--- src/rtl/demux1_4_buf_pkg.sv ---
// -----------------------------------------------------------------------------
// demux1_4_buf_pkg
// Shared definitions for the 1-to-4 buffered demultiplexer:
//   - ARCH_WIDTH default payload width (64) when not supplied by the build
//   - DEMUX_PORTS / DEMUX_SEL_W geometry
//   - dest_e destination codes SEL_A..SEL_D (2'b00..2'b11)
//   - CNT_W width of the optional per-slot drain counters
//   - sel_decode(): binary select to one-hot slot vector
// Optional feature macro: DEMUX1_4_CNT_EN (drain counters).
// -----------------------------------------------------------------------------
`ifndef ARCH_WIDTH
`define ARCH_WIDTH 64
`endif

package demux1_4_buf_pkg;

  localparam int DEMUX_PORTS = 4;
  localparam int DEMUX_SEL_W = 2;
  localparam int CNT_W       = 32;

  typedef enum logic [DEMUX_SEL_W-1:0] {
    SEL_A = 2'b00,
    SEL_B = 2'b01,
    SEL_C = 2'b10,
    SEL_D = 2'b11
  } dest_e;

  function automatic logic [DEMUX_PORTS-1:0] sel_decode(input logic [DEMUX_SEL_W-1:0] sel);
    logic [DEMUX_PORTS-1:0] onehot;
    onehot      = '0;
    onehot[sel] = 1'b1;
    return onehot;
  endfunction

endpackage

--- src/rtl/demux_slot.sv ---
// -----------------------------------------------------------------------------
// demux_slot
// One-entry output buffer for a single demux destination.
// Ports:
//   clk      rising-edge clock
//   rst_n    synchronous active-low reset (clears full, data and counter)
//   load_i   write data_i into the slot this edge
//   ready_i  consumer ready; a full slot drains when this is high
//   data_i   payload to load
//   full_o   slot holds a beat
//   data_o   slot payload
//   cnt_o    (DEMUX1_4_CNT_EN only) completed drains, wraps at 2^32
// -----------------------------------------------------------------------------
`ifndef ARCH_WIDTH
`define ARCH_WIDTH 64
`endif

module demux_slot
  import demux1_4_buf_pkg::*;
#(
  parameter int DATA_W = `ARCH_WIDTH
) (
  input  logic              clk,
  input  logic              rst_n,
  input  logic              load_i,
  input  logic              ready_i,
  input  logic [DATA_W-1:0] data_i,
  output logic              full_o,
  output logic [DATA_W-1:0] data_o
`ifdef DEMUX1_4_CNT_EN
  ,
  output logic [CNT_W-1:0]  cnt_o
`endif
);

  logic              full_q, full_d;
  logic [DATA_W-1:0] data_q, data_d;
  logic              drain;

  assign drain = full_q & ready_i;

  // A load on the same edge as a drain keeps the slot full with the new beat,
  // which is what sustains one beat per cycle per destination.
  always_comb begin
    full_d = full_q;
    data_d = data_q;
    if (load_i) begin
      full_d = 1'b1;
      data_d = data_i;
    end else if (drain) begin
      full_d = 1'b0;
    end
  end

  always_ff @(posedge clk) begin
    if (!rst_n) begin
      full_q <= 1'b0;
      data_q <= '0;
    end else begin
      full_q <= full_d;
      data_q <= data_d;
    end
  end

  assign full_o = full_q;
  assign data_o = data_q;

`ifdef DEMUX1_4_CNT_EN
  logic [CNT_W-1:0] cnt_q, cnt_d;

  // Natural modular add gives the 0xFFFFFFFF -> 0 wrap.
  always_comb begin
    cnt_d = cnt_q;
    if (drain) begin
      cnt_d = cnt_q + CNT_W'(1);
    end
  end

  always_ff @(posedge clk) begin
    if (!rst_n) begin
      cnt_q <= '0;
    end else begin
      cnt_q <= cnt_d;
    end
  end

  assign cnt_o = cnt_q;
`endif

endmodule

--- src/rtl/demux1_4_buf.sv ---
// -----------------------------------------------------------------------------
// demux1_4_buf
// 1-to-4 demultiplexer with a one-entry registered buffer per destination.
// One valid/ready input stream is routed by in_sel into slot a/b/c/d; each
// slot drains to its own consumer with an independent valid/ready pair.
// Ports:
//   clk                 rising-edge clock
//   rst_n               synchronous active-low reset
//   in_valid/in_ready   input handshake (in_ready depends on in_sel)
//   in_sel              destination: 00=a 01=b 10=c 11=d
//   in_data             payload
//   out_valid[3:0]      slot full flags (bit0=a .. bit3=d)
//   out_ready[3:0]      consumer ready per slot
//   out_data_a..d       slot payloads
//   cnt_a..d            (DEMUX1_4_CNT_EN only) per-slot drain counters
// Optional feature macro: DEMUX1_4_CNT_EN.
// -----------------------------------------------------------------------------
`ifndef ARCH_WIDTH
`define ARCH_WIDTH 64
`endif

module demux1_4_buf
  import demux1_4_buf_pkg::*;
#(
  parameter int DATA_W = `ARCH_WIDTH
) (
  input  logic                   clk,
  input  logic                   rst_n,
  input  logic                   in_valid,
  output logic                   in_ready,
  input  logic [DEMUX_SEL_W-1:0] in_sel,
  input  logic [DATA_W-1:0]      in_data,
  output logic [DEMUX_PORTS-1:0] out_valid,
  input  logic [DEMUX_PORTS-1:0] out_ready,
  output logic [DATA_W-1:0]      out_data_a,
  output logic [DATA_W-1:0]      out_data_b,
  output logic [DATA_W-1:0]      out_data_c,
  output logic [DATA_W-1:0]      out_data_d
`ifdef DEMUX1_4_CNT_EN
  ,
  output logic [CNT_W-1:0]       cnt_a,
  output logic [CNT_W-1:0]       cnt_b,
  output logic [CNT_W-1:0]       cnt_c,
  output logic [CNT_W-1:0]       cnt_d
`endif
);

  logic [DEMUX_PORTS-1:0] full;
  logic [DEMUX_PORTS-1:0] sel_onehot;
  logic [DEMUX_PORTS-1:0] load_vec;
  logic                   accept;
  logic [DATA_W-1:0]      slot_data [DEMUX_PORTS];
`ifdef DEMUX1_4_CNT_EN
  logic [CNT_W-1:0]       slot_cnt  [DEMUX_PORTS];
`endif

  assign sel_onehot = sel_decode(in_sel);

  // Only the addressed slot gates the input: a stalled consumer blocks just
  // the beats aimed at it. A slot draining this cycle frees room for a load.
  assign in_ready = rst_n & (~full[in_sel] | out_ready[in_sel]);
  assign accept   = in_valid & in_ready;
  assign load_vec = sel_onehot & {DEMUX_PORTS{accept}};

  // Reset is synchronous, so the registered full flags only clear at the
  // edge; masking here keeps out_valid low for the whole reset window.
  assign out_valid = full & {DEMUX_PORTS{rst_n}};

  for (genvar i = 0; i < DEMUX_PORTS; i++) begin : g_slot
    demux_slot #(
      .DATA_W (DATA_W)
    ) u_slot (
      .clk     (clk),
      .rst_n   (rst_n),
      .load_i  (load_vec[i]),
      .ready_i (out_ready[i]),
      .data_i  (in_data),
      .full_o  (full[i]),
      .data_o  (slot_data[i])
`ifdef DEMUX1_4_CNT_EN
      ,
      .cnt_o   (slot_cnt[i])
`endif
    );
  end

  assign out_data_a = slot_data[SEL_A];
  assign out_data_b = slot_data[SEL_B];
  assign out_data_c = slot_data[SEL_C];
  assign out_data_d = slot_data[SEL_D];

`ifdef DEMUX1_4_CNT_EN
  assign cnt_a = slot_cnt[SEL_A];
  assign cnt_b = slot_cnt[SEL_B];
  assign cnt_c = slot_cnt[SEL_C];
  assign cnt_d = slot_cnt[SEL_D];
`endif

endmodule
--- config.mk ---
export PLATFORM = sky130hd
export DESIGN_NAME = demux1_4_buf
export DESIGN_NICKNAME = d
export VERILOG_FILES = /design/src/rtl/demux1_4_buf_pkg.sv /design/src/rtl/demux_slot.sv /design/src/rtl/demux1_4_buf.sv
export SDC_FILE = /design/constraint.sdc
export NUM_CORES = 1
export LEC_CHECK = 0
export BUFFER_PORTS_ARGS = -buffer_cell sky130_fd_sc_hd__buf_2
export CAP_MARGIN = 25
export CORE_MARGIN = 1.5
export CORE_UTILIZATION = 54
export DETAILED_ROUTE_END_ITERATION = 12
export GPL_ROUTABILITY_DRIVEN = 0
export PLACE_DENSITY = 0.85
export SYNTH_ARGS = -nofsm -noshare
export SYNTH_HDL_FRONTEND = slang
export SYNTH_SLANG_ARGS = --single-unit
--- constraint.sdc ---
create_clock -name clk -period 3.6 [get_ports clk]
set_input_delay 0.72 -clock clk [delete_from_list [all_inputs] [get_ports clk]]
set_output_delay 0.72 -clock clk [all_outputs]
set_load 0.005 [all_outputs]
======== Yosys cells after proc, flatten, opt, wreduce, memory -nomap -nowiden ========
Index checks and enable logic that the tools add are counted.
word-level totals
  output and inout bits ................... 261
  flip-flop bits (word level) ............. 260
operators by class
  reductions and logical operators ........ 5
  magnitude comparators ................... 2
  multiplexer cells ....................... 14
  bitwise gates (word level) .............. 10
operators with widths
  cell                count
  $mux 1              11
  $and 4x4->4         2
  $reduce_bool 2->1   4
  $and 1x1->1         6
  $bmux 1 s2          2
  $lt 2x3->1 const B  1
  $demux 1 s2         1
  $ge 2x1->1 const B  1
  $logic_and 1x1->1   1
  $not 1->1           1
  $or 1x1->1          1

======== Logic depth before layout (Yosys ltp) ========
  depth in word-level cells ............... 8
  mapped depth ............................ 6
  depth with buffers taken out ............ 3

======== Cells and area by module ========
A second synthesis with hierarchy kept.
unflattened totals
  cells, all modules ...................... 859
  area, all modules ....................... 10,132.2 µm²
by module, submodules not included
  module        area an instance (µm²)  seq. area each (µm²)  times used  cells each
  demux_slot    2,497.4                 1,301.2               4           209
  demux1_4_buf  142.6                   0.0                   1           23

======== Least setup slack after synthesis ========
No wires, ideal clock.
  path type ............................... input to output
  from .................................... in out_ready[3]
  to ...................................... out in_ready
  required time ........................... 2.880 ns
  setup slack ............................. 1.403 ns
  arrival time ............................ 1.477 ns
  stages on the path ...................... 3
  buffers on the path ..................... 0
  cell sequence ........................... nand2b_1 > mux4_2 > and2_1
between the ends
  word-level cells in the longest chain between the ends .. 4
ends and longest elaborated chain
  item                          line                text
  start: declaration            demux1_4_buf.sv:34  input logic [DEMUX_PORTS-1:0] out_ready,
  $bmux 1 s2                    demux1_4_buf.sv:61  assign in_ready = rst_n & (~full[in_sel] | out_ready[in_sel]);
  $mux 1 (implied by the code)  demux1_4_buf.sv:61
  $or 1x1->1                    demux1_4_buf.sv:61
  $and 1x1->1                   demux1_4_buf.sv:61
  end: declaration              demux1_4_buf.sv:30  output logic in_ready,
No other way between the ends. The select of a mux whose other input is x is not followed.

======== Worst setup path in the final report ========
  from .................................... in out_ready[2]
  to ...................................... out in_ready
The elaborated chain is that of the path after synthesis.

==> results.ini <==
[logic_synthesis]
ys_warn_count = 0
ys_ff_latch = 260
synthCells = 926
ys_seq_area_share_pct = 54.5
syn_nets = 999
syn_area_per_cell_um2 = 10.3
netlist_area_um2 = 9550
ys_types = 18

[setup_path]
cp-start-kind = input port
path_common_cell = buf_2
critPathMaxFanout = 3
critPathMaxStageDelay_ns = 0.47
crit_type = in2out
end_kind = output pin
crit_required_ns = 2.88
timing.rr.end = g_slot[3].u_slot.data_o[23]
cp_slowest_cell = mux4_2
worstRegToRegCells = 4
worstPathArrival_ns = 1.78
path_cells = buf_2 > nand2b_1 > mux4_2 > and2_1 > buf_2
r2r-start = g_slot[3].u_slot.full_o
crit_start = out_ready[2]
reg2reg_slack_ns = 1.90

[floorplanning]
rows = 48
ioPinCount = 334
dieArea_um2 = 18500
core_um2 = 17300
initial_core_util_pct = 55.2
die_h_um = 136
die_w_um = 136

[finish]
syn_to_final_growth_pct = 28.0
antenna_cells = 0
utilization_pct = 70.7
final_nets = 1305
drive_above_1_share_pct = 31.3

[clocking]
cts_tree = yes
clkTransAtPathRegs_ns = 0.06
holdBufCountCts = 0
clock_path_buffers = 3
htreeDepth = 1
clkLatencyLatePin_ns = 0.52
cts_setup_buffers = 0
cts_resized = 0
cts_root_buf = clkbuf_16
cts_buffers = 27
cts.sinks = 260

[timing]
worst_pin_slew_ns = 0.648
hold_viol_final = 0
setup_viol = 0
slew_viol_final = 0
rsz0062_at_grt = no
fin_setup_tns_ns = 0
fin_crit_sh_pct = 69.5
period_minus_slack_ns = 2.50
fin_skew_ns = 0.00567
maxSlewHeadroom_pct = 56.8
timing.fmax_mhz = 400

[global_route]
grt_pass1_wl_mm = 37.1
grt_antenna_before_repair = 0
grt.overflow.total = 0
grtUsageTotal_pct = 25.1
grt_pass1_vias = 7362
grt_max_degree = 162

[detailed_routing]
drtIter0Drc = 267
drtAntennaViolNets = 0
vias = 7482
wl_mm = 24.4
wl_per_cell_um = 16.5
drcViolationCount = 0
first_pass_iters = 5
via_per_inst = 5.07

[min_path]
hold_depth = 2
hold_class = reg2reg
holdPathEnd = g_slot[1].u_slot.data_o[40]
worstHoldStart = g_slot[1].u_slot.data_o[40]

[run_status]
status = finished, final reports clean

[placed_design]
dp_hpwl_mm = 16.3
io_buffers = 333

[run]
maxCapViolCount = 0

[pwr]
power_density_nw_per_um2 = 520
peakVddDrop_mv = 0.461
leakagePower_nw = 5.87

worst max-delay path: cells and delay by family:
kind,cells,cell delay [ns]
buffers and inverters,2,0.21
AND/OR/NAND/NOR,2,0.38
multiplexers,1,0.47
worst max-delay path by stage:
stage / to / slack [ns] / depth (start not counted)
CTS: in_ready / 1.10 / 5
global placement: in_ready / 1.10 / 5
detailed placement: in_ready / 1.11 / 5
finish: in_ready / 1.10 / 5
global route: out_valid[2] / 1.03 / 4
floorplan: in_ready / 1.40 / 3
layout make-up:
class,count,area (um2)
Clock inverter,10,200
Fill cell,1268,5070
Multi-Input combinational cell,596,3940
Clock buffer,38,767
Timing Repair Buffer,344,1820
Tap cell,225,282
Inverter,3,11.3
Sequential cell,260,5200
sequential cells by signal (all words and copies together), names as in the netlist:
| register | count |
|---|---|
| g_slot.u_slot.full_o | 4 |
| g_slot.u_slot.data_o | 256 |
placed cells by master, fill, tap and decap left out:
master,count
mux2i_1,256
clkbuf_16,27
inv_1,3
clkbuf_8,5
buf_8,1
buf_4,6
and2_1,5
clkinv_2,4
and3b_1,1
and3_1,1
buf_12,5
buf_2,332
mux4_2,1
and3_4,1
clkbuf_1,6
nand2_1,320
o21bai_1,1
o21ai_0,1
nand3_4,1
bufinv_16,6
and3b_4,2
nand2b_1,4
dfxtp_1,260
a21o_1,2
report_power, final:
group          internal (mW)  switching (mW)  total (mW)
Combinational          0.150           0.215       0.364
Clock                   1.90            1.11        3.01
Sequential              2.94          0.0318        2.97
Total                   5.00            1.36        6.35
routing by layer:
metal | share of wire (%) | up-vias | global-route usage [%]
li1 | - | 3646 | -
met1 | 39 | 3513 | 28.4
met2 | 48 | 270 | 43.7
met3 | 9.0 | 53 | 8.31
met4 | 3.2 | 0 | 9.52
met5 | 0 | - | 0
cell families after synthesis:
kind of cell / synth area share (%)
mux: 27.1
compound gates: 0.288
buf+inv: 4.51
simple gates: 13.6
flops: 54.5
synthesized netlist by cell type:
| master | instances | area [um2] |
|---|---|---|
| a21o_1 | 2 | 15.0 |
| and2_1 | 5 | 31.3 |
| and3_1 | 2 | 12.5 |
| and3b_1 | 3 | 26.3 |
| buf_2 | 7 | 35.0 |
| buf_4 | 6 | 45.0 |
| buf_6 | 18 | 203 |
| clkbuf_1 | 35 | 131 |
| clkbuf_2 | 1 | 5.00 |
| dfxtp_1 | 260 | 5200 |
| inv_1 | 3 | 11.3 |
| mux2i_1 | 256 | 2560 |
| mux4_2 | 1 | 22.5 |
| nand2_1 | 320 | 1200 |
| nand2b_1 | 4 | 25.0 |
| nand3_1 | 1 | 5.00 |
| o21ai_0 | 1 | 5.00 |
| o21bai_1 | 1 | 7.51 |
through the flow:
| stage | std cells | instance area [um2] | setup WS [ns] | power, mW | hold slack [ns] |
|---|---|---|---|---|---|
| floorplan | 926 | 9550 | 1.40 | 3.24 | 0.451 |
| global placement | 1428 | 11300 | 1.10 | 3.39 | 0.438 |
| detailed placement | 1428 | 11300 | 1.11 | 3.40 | 0.443 |
| CTS | 1476 | 12200 | 1.10 | 6.40 | 0.455 |
| global route | 1476 | 12200 | 1.03 | 6.55 | 0.469 |
| finish | 1476 | 12200 | 1.10 | 6.35 | 0.453 |
Note: power is estimated with default switching activity, not from simulation.
